**config.mk**
```make
export PLATFORM = sky130hd
export DESIGN_NAME = sync_fifo_lvl
export DESIGN_NICKNAME = d
export VERILOG_FILES = /design/src/rtl/sync_fifo_lvl.sv
export SDC_FILE = /design/constraint.sdc
export NUM_CORES = 1
export LEC_CHECK = 0
export CAP_MARGIN = 20
export CORE_MARGIN = 2
export CORE_UTILIZATION = 50
export DETAILED_ROUTE_END_ITERATION = 8
export PLACE_DENSITY_LB_ADDON = 0.1
export SLEW_MARGIN = 20
export SYNTH_ARGS = -nofsm -noshare
export SYNTH_HDL_FRONTEND = slang
export SYNTH_SLANG_ARGS = --single-unit
```
**constraint.sdc**
```tcl
create_clock -name clk -period 5.18 [get_ports clk]
set_input_delay 1.036 -clock clk [delete_from_list [all_inputs] [get_ports clk]]
set_output_delay 1.036 -clock clk [all_outputs]
set_load 0.01 [all_outputs]
```
**src/rtl/sync_fifo_lvl.sv**
```systemverilog
// Single-clock FIFO with any depth >= 2, exact level, almost thresholds and sticky error flags.
// Latency: a write is readable from the next edge; a standard read returns data one cycle after it is accepted.
// Backpressure: writes are refused while full and reads while empty; each refusal sets a sticky flag.
// Optional macro SYNC_FIFO_FWFT_EN: first-word-fall-through, so the head entry is shown while not empty.
module sync_fifo_lvl #(
  parameter int BITS     = 32,
  parameter int SIZE     = 16,
  parameter int AF_LEVEL = SIZE - 2,
  parameter int AE_LEVEL = 2,
  localparam int LW      = $clog2(SIZE + 1)
) (
  input  logic            clk,
  input  logic            rst,
  input  logic            p_write_en,
  input  logic [BITS-1:0] p_write_data,
  output logic            p_write_full,
  output logic            p_write_almost_full,
  input  logic            p_read_en,
  output logic [BITS-1:0] p_read_data,
  output logic            p_read_empty,
  output logic            p_read_almost_empty,
  output logic [LW-1:0]   p_level,
  output logic            p_overflow,
  output logic            p_underflow,
  input  logic            p_err_clr
);

  // Pointer width covers 0..SIZE-1; pointers wrap by compare, so SIZE need not be a power of two.
  localparam int PW = (SIZE > 2) ? $clog2(SIZE) : 1;

  // Parameter sanity is checked while the design is elaborated.
  if (SIZE < 2) begin : g_bad_size
    $fatal(1, "sync_fifo_lvl: SIZE must be >= 2");
  end
  if (AF_LEVEL < 1 || AF_LEVEL > SIZE) begin : g_bad_af
    $fatal(1, "sync_fifo_lvl: AF_LEVEL must be within 1..SIZE");
  end
  if (AE_LEVEL < 0 || AE_LEVEL > SIZE - 1) begin : g_bad_ae
    $fatal(1, "sync_fifo_lvl: AE_LEVEL must be within 0..SIZE-1");
  end

  logic [BITS-1:0] mem_q [SIZE];
  logic [PW-1:0]   wr_ptr_q, wr_ptr_d;
  logic [PW-1:0]   rd_ptr_q, rd_ptr_d;
  logic [LW-1:0]   level_q, level_d;
  logic            full_q, full_d;
  logic            afull_q, afull_d;
  logic            empty_q, empty_d;
  logic            aempty_q, aempty_d;
  logic            ovf_q, ovf_d;
  logic            unf_q, unf_d;
  logic [BITS-1:0] rdat_q, rdat_d;
  logic            wr_acc;
  logic            rd_acc;

  // Next-state: acceptance from the registered flags, pointer wrap, level and flags from the next level.
  always_comb begin
    wr_acc   = p_write_en && !full_q;
    rd_acc   = p_read_en && !empty_q;
    wr_ptr_d = wr_ptr_q;
    rd_ptr_d = rd_ptr_q;
    level_d  = level_q;
    rdat_d   = rdat_q;

    if (wr_acc) begin
      wr_ptr_d = (wr_ptr_q == PW'(SIZE - 1)) ? '0 : wr_ptr_q + PW'(1);
    end
    if (rd_acc) begin
      rd_ptr_d = (rd_ptr_q == PW'(SIZE - 1)) ? '0 : rd_ptr_q + PW'(1);
      // Holds the popped word: the read result in standard mode, the "last popped" value in FWFT mode.
      rdat_d   = mem_q[rd_ptr_q];
    end

    case ({wr_acc, rd_acc})
      2'b10:   level_d = level_q + LW'(1);
      2'b01:   level_d = level_q - LW'(1);
      default: level_d = level_q;
    endcase

    full_d   = (level_d == LW'(SIZE));
    afull_d  = (level_d >= LW'(AF_LEVEL));
    empty_d  = (level_d == '0);
    aempty_d = (level_d <= LW'(AE_LEVEL));

    // A new error in the same cycle as a clear keeps the flag set.
    ovf_d = (ovf_q && !p_err_clr) || (p_write_en && full_q);
    unf_d = (unf_q && !p_err_clr) || (p_read_en && empty_q);
  end

  // Control state register; reset discards all entries in one cycle and ignores requests.
  always_ff @(posedge clk) begin
    if (rst) begin
      wr_ptr_q <= '0;
      rd_ptr_q <= '0;
      level_q  <= '0;
      full_q   <= 1'b0;
      afull_q  <= 1'b0;
      empty_q  <= 1'b1;
      aempty_q <= 1'b1;
      ovf_q    <= 1'b0;
      unf_q    <= 1'b0;
      rdat_q   <= '0;
    end else begin
      wr_ptr_q <= wr_ptr_d;
      rd_ptr_q <= rd_ptr_d;
      level_q  <= level_d;
      full_q   <= full_d;
      afull_q  <= afull_d;
      empty_q  <= empty_d;
      aempty_q <= aempty_d;
      ovf_q    <= ovf_d;
      unf_q    <= unf_d;
      rdat_q   <= rdat_d;
    end
  end

  // Storage array, not cleared by reset; writes are blocked while reset is high.
  always_ff @(posedge clk) begin
    if (!rst && wr_acc) begin
      mem_q[wr_ptr_q] <= p_write_data;
    end
  end

  assign p_write_full        = full_q;
  assign p_write_almost_full = afull_q;
  assign p_read_empty        = empty_q;
  assign p_read_almost_empty = aempty_q;
  assign p_level             = level_q;
  assign p_overflow          = ovf_q;
  assign p_underflow         = unf_q;

`ifdef SYNC_FIFO_FWFT_EN
  // Head entry falls through while not empty; otherwise the last popped word (0 after reset).
  assign p_read_data = empty_q ? rdat_q : mem_q[rd_ptr_q];
`else
  assign p_read_data = rdat_q;
`endif

endmodule

```
==> Word level (Yosys, flattened, before mapping) <==
Memory sizes are Yosys's and may differ from the RTL's. A register that Yosys moved wholly into a read port is not among the register bits.
Index checks and enable logic that the tools add are counted.
{ "totals": {"register_bits": 19, "latchBits": 0, "mem_bits_rw": 512, "rom_bits": 0, "inputBits": 37, "output_inout_bits": 43, "wordCells": 40, "n_memories": 1} }
{ "op_classes": {"add_sub_neg": 4, "mul": 0, "div_mod_pow": 0, "magnitude_cmp": 2, "n_eq_ne": 5, "shift": 0, "mux": 5, "bitwise_logic": 0, "reduce_logical": 14} }
{ "memory_table": {"columns": ["memory", "depth", "word_bits", "rd", "rd_clocked_by_memory_dff", "write_ports", "line_no", "text"], "rows": [
  ["mem_q", 16, 32, 1, 1, 1, "42", "logic [BITS-1:0] mem_q [SIZE];"]
]} }
{ "op_table": {"columns": ["op", "count"], "rows": [
  ["$pmux W5 S2", 1],
  ["$add A4 B1 Y4 const B", 2],
  ["$eq A4 B4 Y1 const B", 2],
  ["$mux W4", 2],
  ["$logic_and A1 B1 Y1", 7],
  ["$add A5 B1 Y5 const B", 1],
  ["$eq A5 B5 Y1 const B", 1],
  ["$ge A5 B4 Y1 const B", 1],
  ["$le A5 B2 Y1 const B", 1],
  ["$logic_not A5 Y1", 1],
  ["$sub A5 B1 Y5 const B", 1],
  ["$logic_not A1 Y1", 4],
  ["$eq A2 B1 Y1 const B", 1],
  ["$eq A2 B2 Y1 const B", 1],
  ["$logic_or A1 B1 Y1", 2],
  ["$mux W1", 2]
]} }

==> Longest topological paths before layout <==
{ "depth": {"ltp_word": 5, "depth_mapped": 11, "ltp_nobuf": 10} }

==> Worst setup path before layout <==
OpenSTA, ideal clock, no wires.
{ "synth_path": {"path_type": "input to register", "start": "in p_write_en", "end": "mem mem_q[1][0], enable pin", "setup_time_ns": 0.461, "arrival_ns": 4.016, "required_time_ns": 4.719, "setup_slack_ns": 0.703, "cell_stages": 6, "path_buffers": 1, "cell_sequence": "nor2b_1 clkbuf_1 inv_2 nor2_1 nand2_1 nor3_1"} }
{ "synth_between": {"elab_chain_cells": 4} }
{ "synth_lines": {"columns": ["element", "line_no", "text"], "rows": [
  ["start: declaration", "14", "input logic p_write_en,"],
  ["$logic_and A1 B1 Y1", "58", "wr_acc = p_write_en && !full_q;"],
  ["$logic_and A1 B1 Y1", "119", "if (!rst && wr_acc) begin"],
  ["$mux W1", "119", null],
  ["$mux W1 (not written as such)", "120", "mem_q[wr_ptr_q] <= p_write_data;"],
  ["end: declaration", "42", null]
]} }
Every way passes these cells.

==> Worst setup path after layout <==
{ "layout_path": {"start": "in p_write_en", "end": "mem mem_q[4][21], enable pin"} }
The elaborated chain is that of the path after synthesis.

==> summary.txt <==
Synth
  – Net Count, Synth: 973
  – Register area share after synthesis: ~77%
  – Synth Flop Type: edfxtp_1
  – Synth Warn #: 0
  – Synthesized area: 21300 um2
  – Mean post-synth cell area: 22.93 um2
  – Async set or reset register ratio after synthesis: 0%
  – EDFF count, synth: between 500 and 600
  – Netlist cell types: 44
  – Synth Register Bits: ~560
  – Cells after synthesis: between 900 and 1000

Clocking
  – Post-CTS sizing: 0
  – CTS clk-pin slew, worst paths: ~60 ps
  – TritonCTS Buffers: 56
  – CTS Hold Buffers Added: 0
  – Post-CTS Setup Inserts: 0
  – CTS max path bufs: 3
  – Htree depth: 2
  – CTS tree: done
  – Worst skew pair latency: around 600 ps
  – Root buf cell: clkbuf_16
  – Sinks on Clock Net: 563

Timing
  – Total Neg Setup Slack: 0 ps
  – Slew Limit Headroom: 42.10%
  – Unrepaired setup endpoints after global routing: no
  – Fin crit share: roughly two thirds
  – Final Critical Period: 3425 ps
  – Slew @ Worst Pin: 866.5 ps
  – Worst Clk Skew: approximately 20 ps
  – Count of pins over their slew limit: 0
  – Max Clock Freq: 291.9 MHz
  – Hold Vio Cnt, Final: 0
  – Setup violators final: 0

Pwr
  – Leak: ~7.6 nW
  – Worst vdd ir: 0.0003378 V
  – Pwr Total: 10.17 mW
  – PwrDens: between 400 and 500 nW/um2

Floorplan
  – Core area: about 42000 um2
  – Initial Util: 50.67%
  – Die Wd: 210.4 um
  – Rows: between 70 and 80
  – Die Area: 44270 um2
  – Die Ht: 210.4 um
  – # IOs: 80

Global route
  – Maximum number of pins on one net before global-route repair: 63
  – Initial antenna violation count: 0
  – First-pass GRT wire length: 66.06 mm
  – GRT Util Overall: 20.49%
  – Number of global-route vias before repair: 10070
  – Grt ovf: 0

Final layout
  – Ratio of cells with drive above 1 in the final layout: 27.20%
  – Final std cells w/o fill: 1631
  – Synth-to-layout area growth: 15.89%
  – Nets: 1089
  – Fin area: 24680 um2
  – Final core utilization: 58.72%
  – ANT cells: 0
  – Number of fillers in the final layout: 3040

Placement
  – Post-DP Area: 22940 um2
  – Post-DP HPWL: 26.16 mm
  – Port bufs: 79
  – Placed cell count: 1526
  – Gpl congestion: 0.7880

Setup path
  – CP most frequent cell: buf_4
  – CP arrival: between 3000 and 4000 ps
  – Crit end category: flop
  – Slowest CP cell: nor2_4
  – CP Launch Type: input port
  – Critical path cell sequence: clkdlybuf4s50_1, nor2b_1, buf_4, inv_2, nor2_1, nand2_1, nor2_4, buf_4
  – Crit path kind: input port to flop
  – CP Max Fanout: 24
  – Worst Path Required: 5470 ps
  – Slowest stage delay, CP: 750 ps

Routing
  – 1st-iter DRT viols: 790
  – DRC viols: 0
  – Final ANT Viol Nets: 0
  – Vias post-DR: 9611
  – Vias/cell: 5.893
  – DRT Pass-1 Iters: 4
  – Final wirelength: 43.04 mm
  – WL/cell: 26.39 um

Status
  – Status: finished, final reports clean

Job
  – Max Cap Violations: 0

Min path
  – Hold Path Class: flop to flop
[routing by layer]
| layer | wire length (um) | GRT usage [%] | vias up |
|---|---|---|---|
| met5 | 0 | 0 | - |
| met4 | 903 | 5.367 | 0 |
| met3 | 1748 | 3.308 | 65 |
| met2 | 21000 | 32.52 | 207 |
| met1 | 19390 | 30.15 | 5163 |
| li1 | - | - | 4176 |
[where the power goes]
group / switching, mW / internal, mW / leakage [nW] / total (mW)
sequential: 0.120 / 5.06 / 5.03 / 5.18
combinational: 0.545 / 0.633 / 1.72 / 1.18
clock: 1.62 / 2.18 / 0.854 / 3.81
total: 2.29 / 7.88 / 7.60 / 10.2
[cell usage after synthesis (2+ instances only)]
cell type / instances / area, um2
inv_1: 9 / 33.78
o31ai_1: 2 / 15.01
xor2_1: 5 / 43.79
mux4_2: 160 / 3603
a311oi_1: 2 / 17.52
nor4_1: 2 / 12.51
xnor2_1: 4 / 35.03
dfxtp_1: 51 / 1021
o21ai_0: 3 / 15.01
clkbuf_1: 30 / 112.6
nand2_1: 15 / 56.30
a22oi_1: 2 / 15.01
ha_1: 7 / 87.58
buf_6: 9 / 101.4
edfxtp_1: 512 / 15370
nand2b_1: 3 / 18.77
buf_2: 6 / 30.03
nor3_1: 7 / 35.03
inv_2: 2 / 7.510
a21oi_1: 9 / 45.04
buf_1: 8 / 30.03
a22o_1: 32 / 280.3
nor2_1: 27 / 101.4
nor3b_1: 2 / 15.01
[path summary, 6_finish.rpt]
kind                                       from                  end  slack, ps  cells after the start
worst max-delay path                 p_write_en         mem_q[4][21]       1750                      8
worst min-delay path            p_read_data[19]      p_read_data[19]        480                      1
worst max register to register     p_read_empty  p_write_almost_full       2360                     10
worst min register to register  p_read_data[19]      p_read_data[19]        480                      1
[metrics by stage]
| stage | setup WS [ps] | hold slack, ps |
|---|---|---|
| 6_report | 1755 | 475.4 |
| 5_1_grt | 1567 | 493.5 |
| 4_1_cts | 1751 | 478.6 |
| 3_5_place_dp | 1114 | 464.0 |
| 3_3_place_gp | 1155 | 459.8 |
| 2_1_floorplan | 703.0 | 481.2 |
[sequential cells by signal (all words and copies together), names as in the netlist]
| register | count |
|---|---|
| p_read_almost_empty | 1 |
| p_write_full | 1 |
| p_read_data | 32 |
| p_level | 5 |
| mem_q | 512 |
| p_read_empty | 1 |
| wr_ptr_q | 4 |
| rd_ptr_q | 4 |
| p_overflow | 1 |
| p_underflow | 1 |
| p_write_almost_full | 1 |
[final cells by class]
type | count | area [um2] | share of cell area [%]
inverter | 11 | 41.29 | 0.1673
clock buffer | 86 | 1605 | 6.503
clock inverter | 19 | 135.1 | 0.5474
multi-input combinational | 302 | 4715 | 19.10
timing repair buffer | 111 | 1109 | 4.491
sequential | 563 | 16410 | 66.46
tap | 539 | 674.4 | 2.732
[cells in the final DEF (no fill, tap or decap), types with 10 or more instances in the layout]
master,count
mux4_2,160
clkdlybuf4s50_1,79
buf_4,27
dfxtp_1,47
a22o_1,32
clkbuf_16,57
clkinv_2,10
clkbuf_1,22
edfxtp_1,512
nor2_4,14
nor2_1,13
nand2_1,15
[cells by family after synthesis]
group | share of synthesized area, %
flops | 76.97
mux | 16.96
simple gates | 1.345
fa+ha+maj | 0.4112
buf+inv | 1.480
compound gates | 2.350
xor+xnor | 0.4758
[worst max-delay path: cells and delay by family]
family / cells / cell delay [ps]
buf+inv: 4 / 1080
simple gates: 4 / 1560
Note: power is estimated with default switching activity, not from simulation.
